--- src/rtl/raster_pkg.sv ---
// Shared types and screen limits for the triangle traversal path.
package raster_pkg;

    localparam int SCREEN_W = 640;
    localparam int SCREEN_H = 480;

    typedef logic [9:0]  coord_t;
    typedef logic [7:0]  depth_t;
    typedef logic [19:0] weight_t;

    typedef struct packed {
        coord_t x;
        coord_t y;
        depth_t z;
    } vertex_t;

    typedef struct packed {
        coord_t  x;
        coord_t  y;
        weight_t uw;
        weight_t vw;
        weight_t ww;
        weight_t aw;
    } fragment_t;

    typedef enum logic [1:0] {
        IDLE,
        SETUP,
        SCAN,
        FLUSH
    } state_t;

    function automatic coord_t min3(coord_t a, coord_t b, coord_t c);
        coord_t m;
        m = (a < b) ? a : b;
        return (m < c) ? m : c;
    endfunction

    function automatic coord_t max3(coord_t a, coord_t b, coord_t c);
        coord_t m;
        m = (a > b) ? a : b;
        return (m > c) ? m : c;
    endfunction

endpackage

--- src/rtl/triangle_scanner_if.sv ---
// Triangle intake, rasterizer side-channel and fragment stream of the scanner.
interface triangle_scanner_if;
    import raster_pkg::*;

    logic    tri_valid;
    logic    tri_ready;
    coord_t  tri_ax, tri_ay, tri_bx, tri_by, tri_cx, tri_cy;
    depth_t  tri_bz, tri_cz;

    coord_t  rast_ax, rast_ay, rast_bx, rast_by, rast_cx, rast_cy;
    depth_t  rast_bz, rast_cz;
    coord_t  rast_x, rast_y;
    weight_t rast_uw, rast_vw, rast_ww, rast_aw;
    logic    rast_visible;

    logic    frag_valid;
    logic    frag_ready;
    coord_t  frag_x, frag_y;
    weight_t frag_uw, frag_vw, frag_ww, frag_aw;
    logic    done;

    modport slave (
        input  tri_valid, tri_ax, tri_ay, tri_bx, tri_by, tri_cx, tri_cy, tri_bz, tri_cz,
        output tri_ready,
        output rast_ax, rast_ay, rast_bx, rast_by, rast_cx, rast_cy, rast_bz, rast_cz,
        output rast_x, rast_y,
        input  rast_uw, rast_vw, rast_ww, rast_aw, rast_visible,
        output frag_valid, frag_x, frag_y, frag_uw, frag_vw, frag_ww, frag_aw, done,
        input  frag_ready
    );

    modport master (
        output tri_valid, tri_ax, tri_ay, tri_bx, tri_by, tri_cx, tri_cy, tri_bz, tri_cz,
        input  tri_ready,
        input  rast_ax, rast_ay, rast_bx, rast_by, rast_cx, rast_cy, rast_bz, rast_cz,
        input  rast_x, rast_y,
        output rast_uw, rast_vw, rast_ww, rast_aw, rast_visible,
        input  frag_valid, frag_x, frag_y, frag_uw, frag_vw, frag_ww, frag_aw, done,
        output frag_ready
    );

endinterface

--- src/rtl/bbox_setup.sv ---
// Screen-clamped bounding box of a latched triangle; empty when fully off-screen.
module bbox_setup
    import raster_pkg::*;
(
    input  coord_t i_ax,
    input  coord_t i_ay,
    input  coord_t i_bx,
    input  coord_t i_by,
    input  coord_t i_cx,
    input  coord_t i_cy,
    output coord_t o_min_x,
    output coord_t o_max_x,
    output coord_t o_min_y,
    output coord_t o_max_y,
    output logic   o_empty
);

    localparam coord_t LAST_X = coord_t'(SCREEN_W - 1);
    localparam coord_t LAST_Y = coord_t'(SCREEN_H - 1);

    coord_t w_raw_max_x;
    coord_t w_raw_max_y;

    assign o_min_x     = min3(i_ax, i_bx, i_cx);
    assign o_min_y     = min3(i_ay, i_by, i_cy);
    assign w_raw_max_x = max3(i_ax, i_bx, i_cx);
    assign w_raw_max_y = max3(i_ay, i_by, i_cy);

    // Only the upper edge needs clamping; minima above the screen fall out as empty.
    assign o_max_x = (w_raw_max_x > LAST_X) ? LAST_X : w_raw_max_x;
    assign o_max_y = (w_raw_max_y > LAST_Y) ? LAST_Y : w_raw_max_y;
    assign o_empty = (o_min_x > o_max_x) || (o_min_y > o_max_y);

endmodule

--- src/rtl/triangle_scanner.sv ---
// Sweeps a triangle's bounding box one pixel per cycle and streams visible fragments.
//  state | meaning
//  IDLE  | waiting for a triangle, tri_ready high
//  SETUP | box computed from latched vertices, pick first pixel or skip
//  SCAN  | one pixel per free output slot, raster order
//  FLUSH | drain last fragment, then pulse done
module triangle_scanner
    import raster_pkg::*;
(
    input  logic              clk,
    input  logic              rst,
    triangle_scanner_if.slave bus
);

    state_t    r_state;
    vertex_t   r_va, r_vb, r_vc;
    coord_t    r_cur_x, r_cur_y;
    fragment_t r_frag;
    logic      r_frag_valid;
    logic      r_done;

    coord_t    w_min_x, w_max_x, w_min_y, w_max_y;
    logic      w_empty;
    logic      w_slot_free;

    bbox_setup u_bbox (
        .i_ax    (r_va.x),
        .i_ay    (r_va.y),
        .i_bx    (r_vb.x),
        .i_by    (r_vb.y),
        .i_cx    (r_vc.x),
        .i_cy    (r_vc.y),
        .o_min_x (w_min_x),
        .o_max_x (w_max_x),
        .o_min_y (w_min_y),
        .o_max_y (w_max_y),
        .o_empty (w_empty)
    );

    assign w_slot_free = !r_frag_valid || bus.frag_ready;

    always_ff @(posedge clk) begin
        if (rst) begin
            r_state      <= IDLE;
            r_va         <= '0;
            r_vb         <= '0;
            r_vc         <= '0;
            r_cur_x      <= '0;
            r_cur_y      <= '0;
            r_frag       <= '0;
            r_frag_valid <= 1'b0;
            r_done       <= 1'b0;
        end else begin
            r_done <= 1'b0;
            case (r_state)
                IDLE: begin
                    if (bus.tri_valid) begin
                        r_va    <= '{x: bus.tri_ax, y: bus.tri_ay, z: '0};
                        r_vb    <= '{x: bus.tri_bx, y: bus.tri_by, z: bus.tri_bz};
                        r_vc    <= '{x: bus.tri_cx, y: bus.tri_cy, z: bus.tri_cz};
                        r_state <= SETUP;
                    end
                end
                SETUP: begin
                    if (w_empty) begin
                        r_state <= FLUSH;
                    end else begin
                        r_cur_x <= w_min_x;
                        r_cur_y <= w_min_y;
                        r_state <= SCAN;
                    end
                end
                SCAN: begin
                    // A stalled slot freezes both the cursor and the fragment outputs.
                    if (w_slot_free) begin
                        r_frag_valid <= bus.rast_visible;
                        if (bus.rast_visible) begin
                            r_frag <= '{x: r_cur_x, y: r_cur_y,
                                        uw: bus.rast_uw, vw: bus.rast_vw,
                                        ww: bus.rast_ww, aw: bus.rast_aw};
                        end
                        if (r_cur_x == w_max_x) begin
                            if (r_cur_y == w_max_y) begin
                                r_state <= FLUSH;
                            end else begin
                                r_cur_x <= w_min_x;
                                r_cur_y <= r_cur_y + 10'd1;
                            end
                        end else begin
                            r_cur_x <= r_cur_x + 10'd1;
                        end
                    end
                end
                FLUSH: begin
                    if (w_slot_free) begin
                        r_frag_valid <= 1'b0;
                        r_done       <= 1'b1;
                        r_state      <= IDLE;
                    end
                end
                default: r_state <= IDLE;
            endcase
        end
    end

    assign bus.tri_ready  = (r_state == IDLE);
    assign bus.rast_ax    = r_va.x;
    assign bus.rast_ay    = r_va.y;
    assign bus.rast_bx    = r_vb.x;
    assign bus.rast_by    = r_vb.y;
    assign bus.rast_cx    = r_vc.x;
    assign bus.rast_cy    = r_vc.y;
    assign bus.rast_bz    = r_vb.z;
    assign bus.rast_cz    = r_vc.z;
    assign bus.rast_x     = r_cur_x;
    assign bus.rast_y     = r_cur_y;
    assign bus.frag_valid = r_frag_valid;
    assign bus.frag_x     = r_frag.x;
    assign bus.frag_y     = r_frag.y;
    assign bus.frag_uw    = r_frag.uw;
    assign bus.frag_vw    = r_frag.vw;
    assign bus.frag_ww    = r_frag.ww;
    assign bus.frag_aw    = r_frag.aw;
    assign bus.done       = r_done;

endmodule

--- src/flat_wrapper.sv ---
// flat-port wrapper written by rule: the top's interface ports become plain ports
module triangle_scanner_flat import raster_pkg::*;
  (clk, rst, bus_tri_valid, bus_tri_ax, bus_tri_ay, bus_tri_bx, bus_tri_by, bus_tri_cx, bus_tri_cy, bus_tri_bz, bus_tri_cz, bus_tri_ready, bus_rast_ax, bus_rast_ay, bus_rast_bx, bus_rast_by, bus_rast_cx, bus_rast_cy, bus_rast_bz, bus_rast_cz, bus_rast_x, bus_rast_y, bus_rast_uw, bus_rast_vw, bus_rast_ww, bus_rast_aw, bus_rast_visible, bus_frag_valid, bus_frag_x, bus_frag_y, bus_frag_uw, bus_frag_vw, bus_frag_ww, bus_frag_aw, bus_done, bus_frag_ready);
  triangle_scanner_if bus_i ();
  input  logic clk;
  input  logic rst;
  input wire logic [$bits(bus_i.tri_valid)-1:0] bus_tri_valid;
  input wire logic [$bits(bus_i.tri_ax)-1:0] bus_tri_ax;
  input wire logic [$bits(bus_i.tri_ay)-1:0] bus_tri_ay;
  input wire logic [$bits(bus_i.tri_bx)-1:0] bus_tri_bx;
  input wire logic [$bits(bus_i.tri_by)-1:0] bus_tri_by;
  input wire logic [$bits(bus_i.tri_cx)-1:0] bus_tri_cx;
  input wire logic [$bits(bus_i.tri_cy)-1:0] bus_tri_cy;
  input wire logic [$bits(bus_i.tri_bz)-1:0] bus_tri_bz;
  input wire logic [$bits(bus_i.tri_cz)-1:0] bus_tri_cz;
  output wire logic [$bits(bus_i.tri_ready)-1:0] bus_tri_ready;
  output wire logic [$bits(bus_i.rast_ax)-1:0] bus_rast_ax;
  output wire logic [$bits(bus_i.rast_ay)-1:0] bus_rast_ay;
  output wire logic [$bits(bus_i.rast_bx)-1:0] bus_rast_bx;
  output wire logic [$bits(bus_i.rast_by)-1:0] bus_rast_by;
  output wire logic [$bits(bus_i.rast_cx)-1:0] bus_rast_cx;
  output wire logic [$bits(bus_i.rast_cy)-1:0] bus_rast_cy;
  output wire logic [$bits(bus_i.rast_bz)-1:0] bus_rast_bz;
  output wire logic [$bits(bus_i.rast_cz)-1:0] bus_rast_cz;
  output wire logic [$bits(bus_i.rast_x)-1:0] bus_rast_x;
  output wire logic [$bits(bus_i.rast_y)-1:0] bus_rast_y;
  input wire logic [$bits(bus_i.rast_uw)-1:0] bus_rast_uw;
  input wire logic [$bits(bus_i.rast_vw)-1:0] bus_rast_vw;
  input wire logic [$bits(bus_i.rast_ww)-1:0] bus_rast_ww;
  input wire logic [$bits(bus_i.rast_aw)-1:0] bus_rast_aw;
  input wire logic [$bits(bus_i.rast_visible)-1:0] bus_rast_visible;
  output wire logic [$bits(bus_i.frag_valid)-1:0] bus_frag_valid;
  output wire logic [$bits(bus_i.frag_x)-1:0] bus_frag_x;
  output wire logic [$bits(bus_i.frag_y)-1:0] bus_frag_y;
  output wire logic [$bits(bus_i.frag_uw)-1:0] bus_frag_uw;
  output wire logic [$bits(bus_i.frag_vw)-1:0] bus_frag_vw;
  output wire logic [$bits(bus_i.frag_ww)-1:0] bus_frag_ww;
  output wire logic [$bits(bus_i.frag_aw)-1:0] bus_frag_aw;
  output wire logic [$bits(bus_i.done)-1:0] bus_done;
  input wire logic [$bits(bus_i.frag_ready)-1:0] bus_frag_ready;
  assign bus_i.tri_valid = bus_tri_valid;
  assign bus_i.tri_ax = bus_tri_ax;
  assign bus_i.tri_ay = bus_tri_ay;
  assign bus_i.tri_bx = bus_tri_bx;
  assign bus_i.tri_by = bus_tri_by;
  assign bus_i.tri_cx = bus_tri_cx;
  assign bus_i.tri_cy = bus_tri_cy;
  assign bus_i.tri_bz = bus_tri_bz;
  assign bus_i.tri_cz = bus_tri_cz;
  assign bus_tri_ready = bus_i.tri_ready;
  assign bus_rast_ax = bus_i.rast_ax;
  assign bus_rast_ay = bus_i.rast_ay;
  assign bus_rast_bx = bus_i.rast_bx;
  assign bus_rast_by = bus_i.rast_by;
  assign bus_rast_cx = bus_i.rast_cx;
  assign bus_rast_cy = bus_i.rast_cy;
  assign bus_rast_bz = bus_i.rast_bz;
  assign bus_rast_cz = bus_i.rast_cz;
  assign bus_rast_x = bus_i.rast_x;
  assign bus_rast_y = bus_i.rast_y;
  assign bus_i.rast_uw = bus_rast_uw;
  assign bus_i.rast_vw = bus_rast_vw;
  assign bus_i.rast_ww = bus_rast_ww;
  assign bus_i.rast_aw = bus_rast_aw;
  assign bus_i.rast_visible = bus_rast_visible;
  assign bus_frag_valid = bus_i.frag_valid;
  assign bus_frag_x = bus_i.frag_x;
  assign bus_frag_y = bus_i.frag_y;
  assign bus_frag_uw = bus_i.frag_uw;
  assign bus_frag_vw = bus_i.frag_vw;
  assign bus_frag_ww = bus_i.frag_ww;
  assign bus_frag_aw = bus_i.frag_aw;
  assign bus_done = bus_i.done;
  assign bus_i.frag_ready = bus_frag_ready;
  triangle_scanner u_core (.clk(clk), .rst(rst), .bus(bus_i));
endmodule
--- config.mk ---
export PLATFORM = sky130hd
export DESIGN_NAME = triangle_scanner_flat
export DESIGN_NICKNAME = d
export VERILOG_FILES = /design/src/rtl/raster_pkg.sv /design/src/rtl/triangle_scanner_if.sv /design/src/rtl/bbox_setup.sv /design/src/rtl/triangle_scanner.sv /design/src/flat_wrapper.sv
export SDC_FILE = /design/constraint.sdc
export NUM_CORES = 1
export LEC_CHECK = 0
export CAP_MARGIN = 20
export CORE_MARGIN = 3
export CORE_UTILIZATION = 51
export CTS_CLUSTER_SIZE = 30
export DETAILED_ROUTE_END_ITERATION = 16
export GPL_TIMING_DRIVEN = 1
export PLACE_DENSITY_LB_ADDON = 0.12
export SYNTH_ARGS = -nofsm -noshare
export SYNTH_HDL_FRONTEND = slang
export SYNTH_HIERARCHICAL = 1
export SYNTH_SLANG_ARGS = --single-unit
--- constraint.sdc ---
create_clock -name clk -period 13.7 [get_ports clk]
set_clock_uncertainty 0.1 [all_clocks]
set_input_delay 3.425 -clock clk [delete_from_list [all_inputs] [get_ports clk]]
set_output_delay 3.425 -clock clk [all_outputs]
set_load 0.02 [all_outputs]
==> flow_metrics.py, run 1 <==
metrics = {
    "floorplanning": {
        "rows": 53,
        "die-area_um2": 23800,
        "io_pins": 360,
        "die_h_um": 154,
        "core_um2": 21300,
        "die_x_um": 154,
        "initial_core_util_pct": 52.6,
    },
    "clocking": {
        "holdBufCountCts": 0,
        "cts_tree": "yes",
        "cts_resized": 0,
        "numCtsBuffers": 17,
        "clkTransAtPathRegs_ns": 0.08,
        "cts_max_path_buffers": 2,
        "htree_num_levels": 4,
        "root_buffer": "clkbuf_16",
        "clock_latency_ns": 0.44,
        "post-cts-setup-buffers": 0,
        "cts.sinks": 200,
    },
    "placed_design": {
        "portBuffers": 359,
        "hpwl_um": 26000,
        "place_congestion": 0.919,
    },
    "global_routing": {
        "grt_pass1_vias": 10856,
        "grt_usage_pct": 28.9,
        "grt-ovfl-total": 0,
        "antenna_found_initial": 0,
        "grt_pass1_wl_um": 56800,
        "grt_max_degree": 102,
    },
    "worst_setup_path": {
        "crit_required_ns": 13.94,
        "end_kind": "register",
        "crit_top_cell": "ha_1",
        "path_class": "register to register",
        "critPathArrivalTime_ns": 8.49,
        "rrSetupSlack_ns": 5.45,
        "slowest_stage": "o2111a_1",
        "path_buf_inv": 2,
        "cpLargestDelayFamily": "compound AO/OA/AOI/OAI gates",
        "worst_setup_path_start_kind": "register",
        "max_stage_delay_ns": 0.84,
        "crit_path_max_fanout": 27,
    },
    "timing": {
        "setup_violations": 0,
        "tns_ns": 0,
        "tightest_slew_ns": 1.12,
        "max_clock_freq_ghz": 0.121,
        "period_share_pct": 60.3,
        "rsz0062_at_grt": "no",
        "whs_ns": 0.354,
        "relSlewSlack_pct": 25.4,
        "maxSlewViolCount": 0,
        "post-route-min-period_ns": 8.25,
        "finalHoldViolCount": 0,
    },
    "job": {
        "drv_cap": 0,
    },
    "detailed_routing": {
        "drc": 0,
        "vias": 11214,
        "viasPerCell": 5.55,
        "firstDrtPassIters": 6,
        "drt-wirelength-per-cell_um": 17.5,
        "wl_um": 35300,
        "dr.first_iter.drc_count": 1000,
        "ant_nets": 0,
    },
    "cells_and_area": {
        "area_growth_pct": 37.3,
        "diodes": 0,
        "drive_gt1_share_pct": 6.01,
        "nets": 1979,
    },
    "yosys": {
        "synthesis.nets": 1687,
        "syn_avg_cell_area_um2": 7.76,
        "synth_top_area_share_pct": 35.8,
        "ys.warnings.count": 6,
        "synth_edf_count": 0,
        "yosysSeqAreaShare_pct": 35.8,
        "ys_seq_elements": 200,
        "netlist_instances": 1442,
        "synth_area_leaders": "dfxtp_1 36%, nand2_1 14%, a21oi_1 9.6%",
        "synth.largest_area_cell": "dfxtp_1",
        "ys_types": 82,
        "syn_area_um2": 11200,
        "synth_top_flop_cell": "dfxtp_1",
        "async_flop_share_pct": 0,
    },
    "min_path": {
        "min-delay-path-class": "register to register",
    },
    "power_and_ir_drop": {
        "switching_share_pct": 46.8,
        "vdd_drop_max_mv": 0.141,
        "sequentialPowerShare_pct": 23.3,
        "p_int_w": 0.00172,
        "fin_total_pwr_w": 0.00323,
        "switchingPower_w": 0.00151,
        "power.leakage_nw": 5.71,
        "combPwrFrac_pct": 61.2,
        "power.density_nw_per_um2": 210,
        "clockPowerShare_pct": 15.6,
    },
    "outcome": {
        "status": "finished, final reports clean",
    },
}
==> cells in the mapped netlist, drive strengths merged, types with 10 or more instances <==
cell type  number
xnor2          20
o21ai          43
nor2b          12
nand4          25
ha             84
dfxtp         200
buf            26
mux2           35
and2           12
mux2i          16
nand3          14
a21o           16
a21oi         214
nor3           13
a211o          10
nor2           38
inv            57
a211oi         12
nand2         416
clkbuf         69
==> path summary, 6_finish.rpt <==
path	start	endpoint	depth (start not counted)
max reg2reg	u_core/bus.rast_by[9]$_SDFFE_PP0P_	u_core/bus.rast_y[0]$_SDFFE_PP0P_	26
min	u_core/bus.frag_x[3]$_SDFFE_PP0P_	u_core/bus.frag_x[3]$_SDFFE_PP0P_	2
min reg2reg	u_core/bus.frag_x[3]$_SDFFE_PP0P_	u_core/bus.frag_x[3]$_SDFFE_PP0P_	2
max	u_core/bus.rast_by[9]$_SDFFE_PP0P_	u_core/bus.rast_y[0]$_SDFFE_PP0P_	26
==> cell usage in the layout (no fill, tap or decap), types with 4 or more instances in the layout <==
master           synthesis  final
dfxtp_1                200    200
a31oi_1                  4      4
nor3_1                  10     10
xor2_1                   4      4
and2_1                  12     11
nor4_1                   6      6
a221oi_1                 4      4
nand4_1                 23     23
mux2_2                  33     33
ha_1                    84     84
inv_6                    0      5
and4_1                   4      4
a211oi_1                10     10
o22ai_1                  6      6
nand2b_1                 6      6
o211ai_1                 7      7
clkdlybuf4s50_1          0    358
a21oi_1                214    214
buf_4                    7      9
a211o_1                 10     10
a21o_1                  16     16
o32ai_1                  4      4
inv_1                   57     57
nor2_1                  36     36
o21ai_0                 40     40
o311ai_1                 5      5
nor2b_1                 12     11
xnor2_1                 19     19
nand3_1                 13     12
o31ai_1                  6      6
clkbuf_16                0     17
nand2_1                416    415
and3_1                   6      6
o21a_1                   4      4
mux2i_1                 14     14
==> layer usage <==
layer / vias up / wire length [um] / GRT usage (%) / share of wire [%]
li1: 5559 / - / - / -
met1: 5262 / 14600 / 35.8 / 41
met2: 335 / 18200 / 51.0 / 52
met3: 58 / 1580 / 5.18 / 4.5
met4: 0 / 917 / 9.00 / 2.6
met5: - / 0 / 0 / 0
==> worst reg2reg max path: cells and delay by family (launching register included) <==
kind / cells / cell delay (ns)
adder cells (fa/ha/maj): 3 / 0.87
flip-flops: 1 / 0.39
AND/OR/NAND/NOR: 8 / 2.48
buffers and inverters: 2 / 0.42
multiplexers: 2 / 0.76
AO/OA/AOI/OAI: 11 / 3.14
==> logic make-up after synthesis <==
group | share of synthesized area (%)
AND/OR/NAND/NOR | 21.6
AO/OA/AOI/OAI | 20.3
flip-flops | 35.8
buffers and inverters | 5.80
adder cells (fa/ha/maj) | 9.39
multiplexers | 5.10
XOR/XNOR | 1.95
other | 0.0671
==> registers in the layout, indices dropped and copies added (netlist names), 20 cells and up <==
signal and cells:
u_core/bus.frag_aw 20, u_core/bus.frag_vw 20, u_core/bus.frag_uw 20, u_core/bus.frag_ww 20
==> per-stage QoR <==
stage	utilization, %	setup WS (ns)	instance area, um^2	std cells
2_1_floorplan	-	7.42	11200	1442
3_3_place_gp	69.4	6.05	14800	1990
3_5_place_dp	69.4	5.77	14800	1990
4_1_cts	72.2	5.61	15400	2022
5_1_grt	72.2	4.94	15400	2022
6_report	72.2	5.45	15400	2022
==> cell type report <==
| cell class | instances | area, um^2 |
|---|---|---|
| Inverter | 57 | 214 |
| Fill cell | 1699 | 5920 |
| Clock buffer | 18 | 429 |
| Clock inverter | 14 | 151 |
| Sequential cell | 200 | 4000 |
| Timing Repair Buffer | 368 | 3660 |
| Multi-Input combinational cell | 1090 | 6560 |
| Tap cell | 275 | 344 |
==> power by group through the flow <==
stage | clock network [W] | logic, W | registers, W
floorplan | 0 | 0.00137 | 0.000818
global placement | 0 | 0.00189 | 0.000760
detailed placement | 0 | 0.00193 | 0.000764
CTS | 0.000514 | 0.00195 | 0.000751
global route | 0.000535 | 0.00216 | 0.000765
finish | 0.000503 | 0.00198 | 0.000752
(Power assumes the default switching activity.)
==> run 2: changes to the inputs <==
--- a/config.mk
+++ b/config.mk
@@ -7,7 +7,7 @@
 export LEC_CHECK = 0
 export CAP_MARGIN = 20
 export CORE_MARGIN = 3
-export CORE_UTILIZATION = 51
+export CORE_UTILIZATION = 43
 export CTS_CLUSTER_SIZE = 30
 export DETAILED_ROUTE_END_ITERATION = 16
 export GPL_TIMING_DRIVEN = 1
==> constraint.sdc (replaced) <==
create_clock -name clk -period 6.7 [get_ports clk]
set_clock_uncertainty 0.1 [all_clocks]
set_input_delay 1.675 -clock clk [delete_from_list [all_inputs] [get_ports clk]]
set_output_delay 1.675 -clock clk [all_outputs]
set_load 0.02 [all_outputs]
==> run 2 against run 1 <==
  * Sequential share of layout area decreased by 0.77 points
  * Total power increased by 120%
  * Combinational power increased by 120%
  * Non-clock buffer count increased by 34
  * Clock-buffer cell count unchanged
  * Register-to-register slack got worse by 5.1 ns
  * Die area increased by 18%
  * Flip-flop and latch count unchanged
  * Worst hold slack improved by 0.00077 ns
  * Critical endpoint is now u_core/bus.rast_y[8]$_SDFFE_PP0P_
==> flow_metrics.py, run 2 (same netlist as run 1, synthesis figures left out) <==
metrics = {
    "detailed_routing": {
        "viasPerCell": 5.33,
        "drt-wirelength-per-cell_um": 17.5,
        "firstDrtPassIters": 5,
        "dr.first_iter.drc_count": 947,
        "ant_nets": 0,
        "vias": 11260,
        "drc": 0,
        "wl_um": 36900,
    },
    "worst_setup_path": {
        "max_stage_delay_ns": 0.37,
        "crit_top_cell": "ha_1",
        "slowest_stage": "mux2_2",
        "critPathArrivalTime_ns": 6.57,
        "path_class": "register to register",
        "end_kind": "register",
        "crit_required_ns": 6.89,
        "crit_path_max_fanout": 13,
        "worst_setup_path_start_kind": "register",
    },
    "cells_and_area": {
        "diodes": 0,
        "drive_gt1_share_pct": 8.59,
        "nets": 2013,
        "instances_no_fill": 2111,
        "mostFrequentLayoutCells": "415 x nand2_1, 358 x clkdlybuf4s50_1, 212 x a21oi_1, 198 x dfxtp_1, 84 x ha_1",
        "area_growth_pct": 41.6,
        "final_common_cell": "nand2_1",
    },
    "floorplanning": {
        "io_pins": 360,
        "die-area_um2": 28000,
        "die_x_um": 167,
        "initial_core_util_pct": 44.0,
        "rows": 58,
        "die_h_um": 167,
        "core_um2": 25400,
    },
    "global_routing": {
        "grt_usage_pct": 25.2,
        "grt-ovfl-total": 0,
        "grt_pass1_wl_um": 57700,
        "antenna_found_initial": 0,
        "grt_max_degree": 101,
        "grt_pass1_vias": 10565,
    },
    "outcome": {
        "status": "finished, final reports clean",
    },
    "placed_design": {
        "placed_cells": 2067,
        "hpwl_um": 27300,
        "portBuffers": 359,
        "place_congestion": 0.919,
    },
    "job": {
        "drv_cap": 0,
    },
    "timing": {
        "relSlewSlack_pct": 29.8,
        "setup_violations": 0,
        "maxSlewViolCount": 0,
        "whs_ns": 0.354,
        "tightest_slew_ns": 1.05,
        "tns_ns": 0,
        "period_share_pct": 95.2,
        "post-route-min-period_ns": 6.38,
        "max_clock_freq_ghz": 0.157,
        "finalHoldViolCount": 0,
    },
    "power_and_ir_drop": {
        "switchingPower_w": 0.00323,
        "sequentialPowerShare_pct": 21.8,
        "switching_share_pct": 46.0,
        "clockPowerShare_pct": 15.5,
        "vdd_drop_max_mv": 0.247,
        "combPwrFrac_pct": 62.7,
        "power.leakage_nw": 5.92,
        "power.density_nw_per_um2": 443,
        "p_int_w": 0.00379,
    },
    "clocking": {
        "clkTransAtPathRegs_ns": 0.08,
        "cts_max_path_buffers": 2,
        "root_buffer": "clkbuf_16",
        "clock_latency_ns": 0.44,
        "htree_num_levels": 4,
        "cts_tree": "yes",
        "numCtsBuffers": 17,
        "cts.sinks": 200,
    },
    "min_path": {
        "min-delay-path-class": "register to register",
    },
}
[run 2: area by class of cell]
type	count	area (um^2)
flip-flops and latches	200	4010
clock inverters	14	185
well taps	330	413
fillers	2288	9560
multi-input cells	1090	6640
repair buffers	402	3940
inverters	57	214
clock buffers	18	439
[run 2: metrics by stage]
step	utilization (%)	power, W	setup WS, ns	instance area [um^2]
after global routing	62.4	0.00751	-0.0309	15800
after detailed placement	59.1	0.00564	0.00784	15000
after CTS	61.6	0.00676	0.0884	15700
after floorplan	-	0.00448	0.423	11200
final	62.4	0.00701	0.321	15800
after global placement	59.1	0.00556	-0.0369	15000
[run 2: timing repair]
action | in CTS | in global routing
buffers inserted | 0 | 12
pin swaps | 0 | 6
setup endpoints to repair | 6 | 20
gates resized for setup | 2 | 24
hold buffers | 0 | 0
[run 2: worst max-delay path, delay by kind of cell, from the launching register on]
family | cells | cell delay, ns
and+or+nand+nor | 4 | 0.75
adders and majority gates | 3 | 0.90
DFF | 1 | 0.36
muxes | 2 | 0.53
AOI/OAI and AO/OA | 16 | 2.89
buffers and inverters | 4 | 0.68
[run 2: worst paths after layout]
| check | startpoint | end | slack (ns) | depth (start not counted) |
|---|---|---|---|---|
| worst max-delay path | u_core/bus.rast_bx[4]$_SDFFE_PP0P_ | u_core/bus.rast_y[8]$_SDFFE_PP0P_ | 0.32 | 29 |
| worst min-delay path | u_core/bus.rast_bz[3]$_SDFFE_PP0P_ | u_core/bus.rast_bz[3]$_SDFFE_PP0P_ | 0.35 | 2 |
| worst max register to register | u_core/bus.rast_bx[4]$_SDFFE_PP0P_ | u_core/bus.rast_y[8]$_SDFFE_PP0P_ | 0.32 | 29 |
| worst min register to register | u_core/bus.rast_bz[3]$_SDFFE_PP0P_ | u_core/bus.rast_bz[3]$_SDFFE_PP0P_ | 0.35 | 2 |
[run 2: metal layers]
| layer | GRT usage (%) | up-vias | wire length [um] |
|---|---|---|---|
| met5 | 0 | - | 0 |
| met1 | 32.4 | 5237 | 15900 |
| met3 | 4.34 | 44 | 1820 |
| li1 | - | 5624 | - |
| met2 | 44.2 | 355 | 18500 |
| met4 | 6.12 | 0 | 691 |
[run 2: power groups by stage]
| stage | Clock [W] | Combinational, W | Sequential, W |
|---|---|---|---|
| after global routing | 0.00116 | 0.00479 | 0.00156 |
| after CTS | 0.00111 | 0.00412 | 0.00153 |
| after global placement | 0 | 0.00401 | 0.00155 |
| after detailed placement | 0 | 0.00408 | 0.00155 |
| after floorplan | 0 | 0.00280 | 0.00167 |
| final | 0.00109 | 0.00440 | 0.00153 |
==> run 3: changes to the inputs <==
--- a/config.mk
+++ b/config.mk
@@ -8,6 +8,7 @@
 export CAP_MARGIN = 20
 export CORE_MARGIN = 3
 export CORE_UTILIZATION = 43
+export CTS_CLUSTER_DIAMETER = 150
 export CTS_CLUSTER_SIZE = 30
 export DETAILED_ROUTE_END_ITERATION = 16
 export GPL_TIMING_DRIVEN = 1
==> results of run 3 <==
Same layout as run 2: the final DEF is identical, and so are final timing and power.
